**src/rtl/otter_mem_loader_pkg.sv**
```systemverilog
// rtl/otter_mem_loader_pkg.sv - shared types and constants for the OTTER memory loader
package otter_loader_pkg;

  localparam int BYTES_PER_WORD = 4;
  localparam int WORD_W         = 32;

  typedef enum logic [2:0] {
    S_IDLE,
    S_COLLECT,
    S_WRITE,
    S_READ,
    S_CHECK,
    S_DONE,
    S_ERROR
  } loader_state_t;

  // States in which a load is underway.
  function automatic logic is_active(loader_state_t s);
    return (s == S_COLLECT) || (s == S_WRITE) || (s == S_READ) || (s == S_CHECK);
  endfunction

endpackage

```
**src/rtl/otter_mem_loader_if.sv**
```systemverilog
// rtl/otter_mem_loader_if.sv - byte stream and word-memory bus between host, loader and memory
interface otter_mem_loader_if #(
  parameter int ADDR_WIDTH = 10
);

  logic [7:0]            BYTE_IN;
  logic                  BYTE_VALID;
  logic                  BYTE_READY;
  logic [ADDR_WIDTH-1:0] MEM_ADDR;
  logic [31:0]           MEM_DIN;
  logic                  MEM_WE;
  logic [31:0]           MEM_DOUT;

  modport master (
    input  BYTE_IN, BYTE_VALID, MEM_DOUT,
    output BYTE_READY, MEM_ADDR, MEM_DIN, MEM_WE
  );

  modport slave (
    output BYTE_IN, BYTE_VALID, MEM_DOUT,
    input  BYTE_READY, MEM_ADDR, MEM_DIN, MEM_WE
  );

endinterface

```
**src/rtl/otter_mem_loader_packer.sv**
```systemverilog
// rtl/otter_mem_loader_packer.sv - packs a byte stream little-endian into 32-bit words
module otter_byte_packer
  import otter_loader_pkg::*;
(
  input  logic              clk,
  input  logic              rst,
  input  logic              clr,
  input  logic              push,
  input  logic [7:0]        byte_in,
  output logic [WORD_W-1:0] word_out,
  output logic              full
);

  localparam int IDX_W = $clog2(BYTES_PER_WORD);
  localparam logic [IDX_W-1:0] LAST_IDX = IDX_W'(BYTES_PER_WORD - 1);

  logic [IDX_W-1:0]  r_idx;
  logic [WORD_W-1:0] r_word;

  // Shifting in from the top lands the first byte in lane 0 after the fourth push.
  always_ff @(posedge clk) begin
    if (rst) begin
      r_idx  <= '0;
      r_word <= '0;
    end else if (clr) begin
      r_idx <= '0;
    end else if (push) begin
      r_word <= {byte_in, r_word[WORD_W-1:8]};
      r_idx  <= r_idx + 1'b1;
    end
  end

  assign word_out = r_word;
  assign full     = push && (r_idx == LAST_IDX);

endmodule

```
**src/rtl/otter_mem_loader.sv**
```systemverilog
// rtl/otter_mem_loader.sv - loads a byte stream into OTTER memory with per-word readback verify
module otter_mem_loader
  import otter_loader_pkg::*;
#(
  parameter int ADDR_WIDTH = 10
) (
  input  logic                  CLK,
  input  logic                  RST,
  input  logic                  LD_START,
  input  logic [ADDR_WIDTH:0]   LD_LEN,
  otter_mem_loader_if.master    bus,
  output logic                  BUSY,
  output logic                  DONE,
  output logic                  ERR,
  output logic                  CPU_HOLD
);

  localparam logic [ADDR_WIDTH:0] MAX_LEN = {1'b1, {ADDR_WIDTH{1'b0}}};

  loader_state_t         r_state;
  loader_state_t         w_next;
  logic [ADDR_WIDTH:0]   r_len;
  logic [ADDR_WIDTH-1:0] r_addr;
  logic                  r_we;
  logic                  r_busy;
  logic                  r_done;
  logic                  r_err;
  logic                  r_hold;

  logic                  w_accept;
  logic                  w_push;
  logic                  w_full;
  logic                  w_clr;
  logic                  w_addr_inc;
  logic                  w_last;
  logic                  w_match;
  logic [WORD_W-1:0]     w_word;

  assign w_accept = LD_START &&
                    ((r_state == S_IDLE) || (r_state == S_DONE) || (r_state == S_ERROR));
  assign w_push   = bus.BYTE_VALID && (r_state == S_COLLECT);
  assign w_last   = ({1'b0, r_addr} == (r_len - 1'b1));
  assign w_match  = (bus.MEM_DOUT == w_word);

  otter_byte_packer u_packer (
    .clk      (CLK),
    .rst      (RST),
    .clr      (w_clr),
    .push     (w_push),
    .byte_in  (bus.BYTE_IN),
    .word_out (w_word),
    .full     (w_full)
  );

  always_ff @(posedge CLK) begin
    if (RST) r_state <= S_IDLE;
    else     r_state <= w_next;
  end

  always_comb begin
    w_next     = r_state;
    w_clr      = 1'b0;
    w_addr_inc = 1'b0;
    case (r_state)
      S_IDLE, S_DONE, S_ERROR: begin
        if (w_accept) begin
          w_clr = 1'b1;
          if (LD_LEN == '0)          w_next = S_DONE;
          else if (LD_LEN > MAX_LEN) w_next = S_ERROR;
          else                       w_next = S_COLLECT;
        end
      end
      S_COLLECT: if (w_full) w_next = S_WRITE;
      S_WRITE:   w_next = S_READ;
      S_READ:    w_next = S_CHECK;
      S_CHECK: begin
        if (!w_match) begin
          w_next = S_ERROR;
        end else if (w_last) begin
          w_next = S_DONE;
        end else begin
          w_next     = S_COLLECT;
          w_clr      = 1'b1;
          w_addr_inc = 1'b1;
        end
      end
      default:   w_next = S_IDLE;
    endcase
  end

  // Status outputs are registered from the next state so they line up with the state flop.
  always_ff @(posedge CLK) begin
    if (RST) begin
      r_len  <= '0;
      r_addr <= '0;
      r_we   <= 1'b0;
      r_busy <= 1'b0;
      r_done <= 1'b0;
      r_err  <= 1'b0;
      r_hold <= 1'b0;
    end else begin
      r_we   <= (w_next == S_WRITE);
      r_busy <= is_active(w_next);
      r_done <= (w_next == S_DONE);
      r_err  <= (w_next == S_ERROR);
      r_hold <= is_active(w_next) || (w_next == S_ERROR);
      if (w_accept) begin
        r_len  <= LD_LEN;
        r_addr <= '0;
      end else if (w_addr_inc) begin
        r_addr <= r_addr + 1'b1;
      end
    end
  end

  assign bus.BYTE_READY = (r_state == S_COLLECT);
  assign bus.MEM_ADDR   = r_addr;
  assign bus.MEM_DIN    = w_word;
  assign bus.MEM_WE     = r_we;
  assign BUSY           = r_busy;
  assign DONE           = r_done;
  assign ERR            = r_err;
  assign CPU_HOLD       = r_hold;

endmodule

```
**src/flat_wrapper.sv**
```systemverilog
// flat-port wrapper written by rule: the top's interface ports become plain ports
module otter_mem_loader_flat import otter_loader_pkg::*;
#(
  parameter int ADDR_WIDTH = 10
)
  (CLK, RST, LD_START, LD_LEN, BUSY, DONE, ERR, CPU_HOLD, bus_BYTE_IN, bus_BYTE_VALID, bus_MEM_DOUT, bus_BYTE_READY, bus_MEM_ADDR, bus_MEM_DIN, bus_MEM_WE);
  otter_mem_loader_if #(.ADDR_WIDTH(ADDR_WIDTH)) bus_i ();
  input  logic CLK;
  input  logic RST;
  input  logic LD_START;
  input  logic [ADDR_WIDTH:0] LD_LEN;
  output logic BUSY;
  output logic DONE;
  output logic ERR;
  output logic CPU_HOLD;
  input wire logic [$bits(bus_i.BYTE_IN)-1:0] bus_BYTE_IN;
  input wire logic [$bits(bus_i.BYTE_VALID)-1:0] bus_BYTE_VALID;
  input wire logic [$bits(bus_i.MEM_DOUT)-1:0] bus_MEM_DOUT;
  output wire logic [$bits(bus_i.BYTE_READY)-1:0] bus_BYTE_READY;
  output wire logic [$bits(bus_i.MEM_ADDR)-1:0] bus_MEM_ADDR;
  output wire logic [$bits(bus_i.MEM_DIN)-1:0] bus_MEM_DIN;
  output wire logic [$bits(bus_i.MEM_WE)-1:0] bus_MEM_WE;
  assign bus_i.BYTE_IN = bus_BYTE_IN;
  assign bus_i.BYTE_VALID = bus_BYTE_VALID;
  assign bus_i.MEM_DOUT = bus_MEM_DOUT;
  assign bus_BYTE_READY = bus_i.BYTE_READY;
  assign bus_MEM_ADDR = bus_i.MEM_ADDR;
  assign bus_MEM_DIN = bus_i.MEM_DIN;
  assign bus_MEM_WE = bus_i.MEM_WE;
  otter_mem_loader #(.ADDR_WIDTH(ADDR_WIDTH)) u_core (.CLK(CLK), .RST(RST), .LD_START(LD_START), .LD_LEN(LD_LEN), .bus(bus_i), .BUSY(BUSY), .DONE(DONE), .ERR(ERR), .CPU_HOLD(CPU_HOLD));
endmodule
```
**config.mk**
```make
export PLATFORM = sky130hd
export DESIGN_NAME = otter_mem_loader_flat
export DESIGN_NICKNAME = d
export VERILOG_FILES = /design/src/rtl/otter_mem_loader_pkg.sv /design/src/rtl/otter_mem_loader_if.sv /design/src/rtl/otter_mem_loader_packer.sv /design/src/rtl/otter_mem_loader.sv /design/src/flat_wrapper.sv
export SDC_FILE = /design/constraint.sdc
export NUM_CORES = 1
export LEC_CHECK = 0
export CAP_MARGIN = 20
export CORE_ASPECT_RATIO = 1.1
export CORE_UTILIZATION = 23
export DETAILED_ROUTE_END_ITERATION = 6
export RECOVER_POWER = 25
export SYNTH_ARGS = -nofsm -noshare
export SYNTH_HDL_FRONTEND = slang
export SYNTH_SLANG_ARGS = --single-unit
```
**constraint.sdc**
```tcl
create_clock -name CLK -period 7.8 [get_ports CLK]
set_clock_uncertainty 0.1 [all_clocks]
set_input_delay 0.78 -clock CLK [delete_from_list [all_inputs] [get_ports CLK]]
set_output_delay 0.78 -clock CLK [all_outputs]
set_load 0.02 [all_outputs]
```
==> flow_metrics.env <==
export IMPL_clk_insertion_delay_late_ns=0.33
export IMPL_yosysTopAreaCell="dfxtp_1"
export IMPL_grt_usage=0.128
export IMPL_grt_pass1_wl_mm=15.3
export IMPL_post_place_cells=682
export IMPL_p_leak_uw=0.00170
export IMPL_setup_viol=0
export IMPL_final_cell_mix="clkdlybuf4s50_1, nand2_1, dfxtp_1, a21oi_1, xnor2_1"
export IMPL_viasPerCell=4.62
export IMPL_outcome="complete, no violations"
export IMPL_wl_per_cell_um=13.9
export IMPL_path_class="in -> reg"
export IMPL_hp_class="reg -> reg"
export IMPL_grt_setup_unrepaired="false"
export IMPL_vias=3228
export IMPL_final_common_cell="clkdlybuf4s50_1"
export IMPL_peakVddDrop_uv=83.0
export IMPL_drive_gt1_frac=0.0631
export IMPL_fin_crit_sh=0.407
export IMPL_hold_buffers=0
export IMPL_syn_cell_area_mm2=0.00337
export IMPL_cp_cell_sequence="dlygate4sd3_1, o21ai_0, clkbuf_1, nor2b_1, nand2_1, a31oi_1, a41o_1"
export IMPL_cp_end_kind="flip-flop"
export IMPL_grt_overflow_total=0
export IMPL_design_die_area_mm2=0.0151
export IMPL_syn_nets=467
export IMPL_dp_slack_ns=4.46
export IMPL_synth_top_cell_area_share=0.374
export IMPL_synth_warnings=0
export IMPL_numClockSinks=63
export IMPL_synthDistinctLibCells=55
export IMPL_finalWorstSetupSlack_ns=4.63
export IMPL_path_max_fanout=13
export IMPL_cp_start_kind="primary input"
export IMPL_cp_required_ns=7.97
export IMPL_cp_arrival_ns=3.34
export IMPL_routed_wl_mm=9.70
export IMPL_netlist_instances=409
export IMPL_ios=103
export IMPL_fin_crit_ns=3.17
export IMPL_h_tree_depth=3
export IMPL_grt_busiest_layer="met2"
export IMPL_tightest_slew_ns=1.49
export IMPL_die_width_um=117
export IMPL_slowest_delay_ns=0.68
export IMPL_n_antenna_cell=0
export IMPL_cpLargestDelayFamily="buffers and inverters"
export IMPL_clkTransAtPathRegs_ns=0.05
export IMPL_grtUsageMet2=0.223
export IMPL_rows=46
export IMPL_first_global_vias=3076
export IMPL_seq_area_frac_synth=0.374
export IMPL_drt_initial_drc_count=138
export IMPL_drv_slew=0
export IMPL_hold_viol=0
export IMPL_n_fill_cell=1486
export IMPL_cts_resized=0
export IMPL_drt_pass1_iter_count=6
export IMPL_cpMaxStageDelayCell="nor2b_1"
export IMPL_start_util=0.234
export IMPL_ant_nets=0
export IMPL_synth_flop_cell="dfxtp_1"
export IMPL_crit_buf_inv=2
export IMPL_postCtsSetupBuffers=0
export IMPL_multiInputGateArea_mm2=0.00200
export IMPL_syn_avg_cell_area_um2=8.24
export IMPL_grt_max_degree=52
export IMPL_antenna_found_initial=0
export IMPL_slew_headroom=0.00365
export IMPL_ys_async_sr_fraction=0
export IMPL_routabilityCongestion=0.795
export IMPL_synth_edf_count=0
export IMPL_power_uw=1030
export IMPL_nNetsFinal=560
export IMPL_synthTopCellsByArea="dfxtp_1, nand2_1, xnor2_1"
export IMPL_cap_violations=0
export IMPL_port_buffers=102
export IMPL_cts_root_buf="clkbuf_16"
export IMPL_drc_errors=0
export IMPL_core_mm2=0.0144
export IMPL_seq_area_mm2=0.00126
export IMPL_power_density_mw_per_mm2=212
export IMPL_met1_usage=0.146
export IMPL_die_height_um=129
export IMPL_setup_tns_ns=0
export IMPL_clock_fmax_mhz=315
export IMPL_ys_seq_elements=63
export IMPL_use_met3=0.0430
export IMPL_cts_tree="done"
export IMPL_cts_max_path_buffers=2
export IMPL_area_growth_syn_to_layout_pct=44.8
export IMPL_stdcell_count=699
export IMPL_hpwl_mm=7.29
export IMPL_cts_buffers=9
==> power by group <==
group,switching [µW],total [µW],leakage [µW],internal (µW)
logic,130,250,0.00104,120
registers,34.4,377,0.000511,342
clock network,149,407,0.000149,257
==> cells by family after synthesis <==
kind of cell / count (synthesis) / synth area share
AND/OR/NAND/NOR: 176 / 0.253
AO/OA/AOI/OAI: 76 / 0.164
flip-flops: 63 / 0.374
XOR/XNOR: 47 / 0.122
buffers and inverters: 30 / 0.0338
multiplexers: 12 / 0.0356
adder cells (fa/ha/maj): 5 / 0.0171
==> state kept, by name, summed over array words and instances, names as in the netlist <==
name                      cells
u_core.u_packer.word_out     32
u_core.DONE                   1
u_core.r_len                 11
u_core.ERR                    1
u_core.r_state                3
u_core.u_packer.r_idx         2
u_core.BUSY                   1
u_core.bus.MEM_WE             1
u_core.bus.MEM_ADDR          10
u_core.CPU_HOLD               1
==> through the flow <==
step,area [µm²],hold slack (ns),util
6_report,4880,0.365,0.339
5_1_grt,4880,0.404,0.339
4_1_cts,4860,0.374,0.338
3_5_place_dp,4560,0.354,0.317
3_3_place_gp,4560,0.347,0.317
2_1_floorplan,3370,0.336,-
==> worst paths after layout <==
path / start / to / slack, ns / depth (start not counted)
setup reg to reg: u_core.r_state[2] / u_core.bus.MEM_ADDR[5] / 4.85 / 8
hold / removal: u_core.u_packer.r_idx[1] / u_core.u_packer.r_idx[1] / 0.37 / 2
setup / recovery: LD_START / u_core.bus.MEM_ADDR[5] / 4.63 / 7
hold reg to reg: u_core.u_packer.r_idx[1] / u_core.u_packer.r_idx[1] / 0.37 / 2
==> tightest hold or removal path, cell delays in order (launching register included) <==
cell     delay [ns]
dfxtp_1        0.31
nand2_1        0.05
a21oi_1        0.06
==> cell usage after synthesis, types with 5 or more instances <==
| cell type | count |
|---|---|
| nand2_1 | 92 |
| dfxtp_1 | 63 |
| a21oi_1 | 39 |
| xnor2_1 | 39 |
| nor2_1 | 26 |
| clkbuf_1 | 19 |
| mux2i_1 | 12 |
| nand4_1 | 10 |
| xor2_1 | 8 |
| inv_1 | 7 |
| nand3_1 | 6 |
| nor2b_1 | 5 |
| nor3_1 | 5 |
==> routing by layer <==
metal | vias to the layer above | part of all wire
met5 | - | 0
met4 | 0 | 0.012
met3 | 8 | 0.057
met2 | 84 | 0.50
met1 | 1534 | 0.43
li1 | 1602 | -
==> final cells by class <==
cell class	instances	share of cell area
multi-input cells	316	0.409
flip-flops and latches	63	0.258
repair buffers	105	0.215
well taps	192	0.0492
clock buffers	10	0.0489
clock inverters	6	0.0141
inverters	7	0.00538
Note: power is estimated with default switching activity, not from simulation.
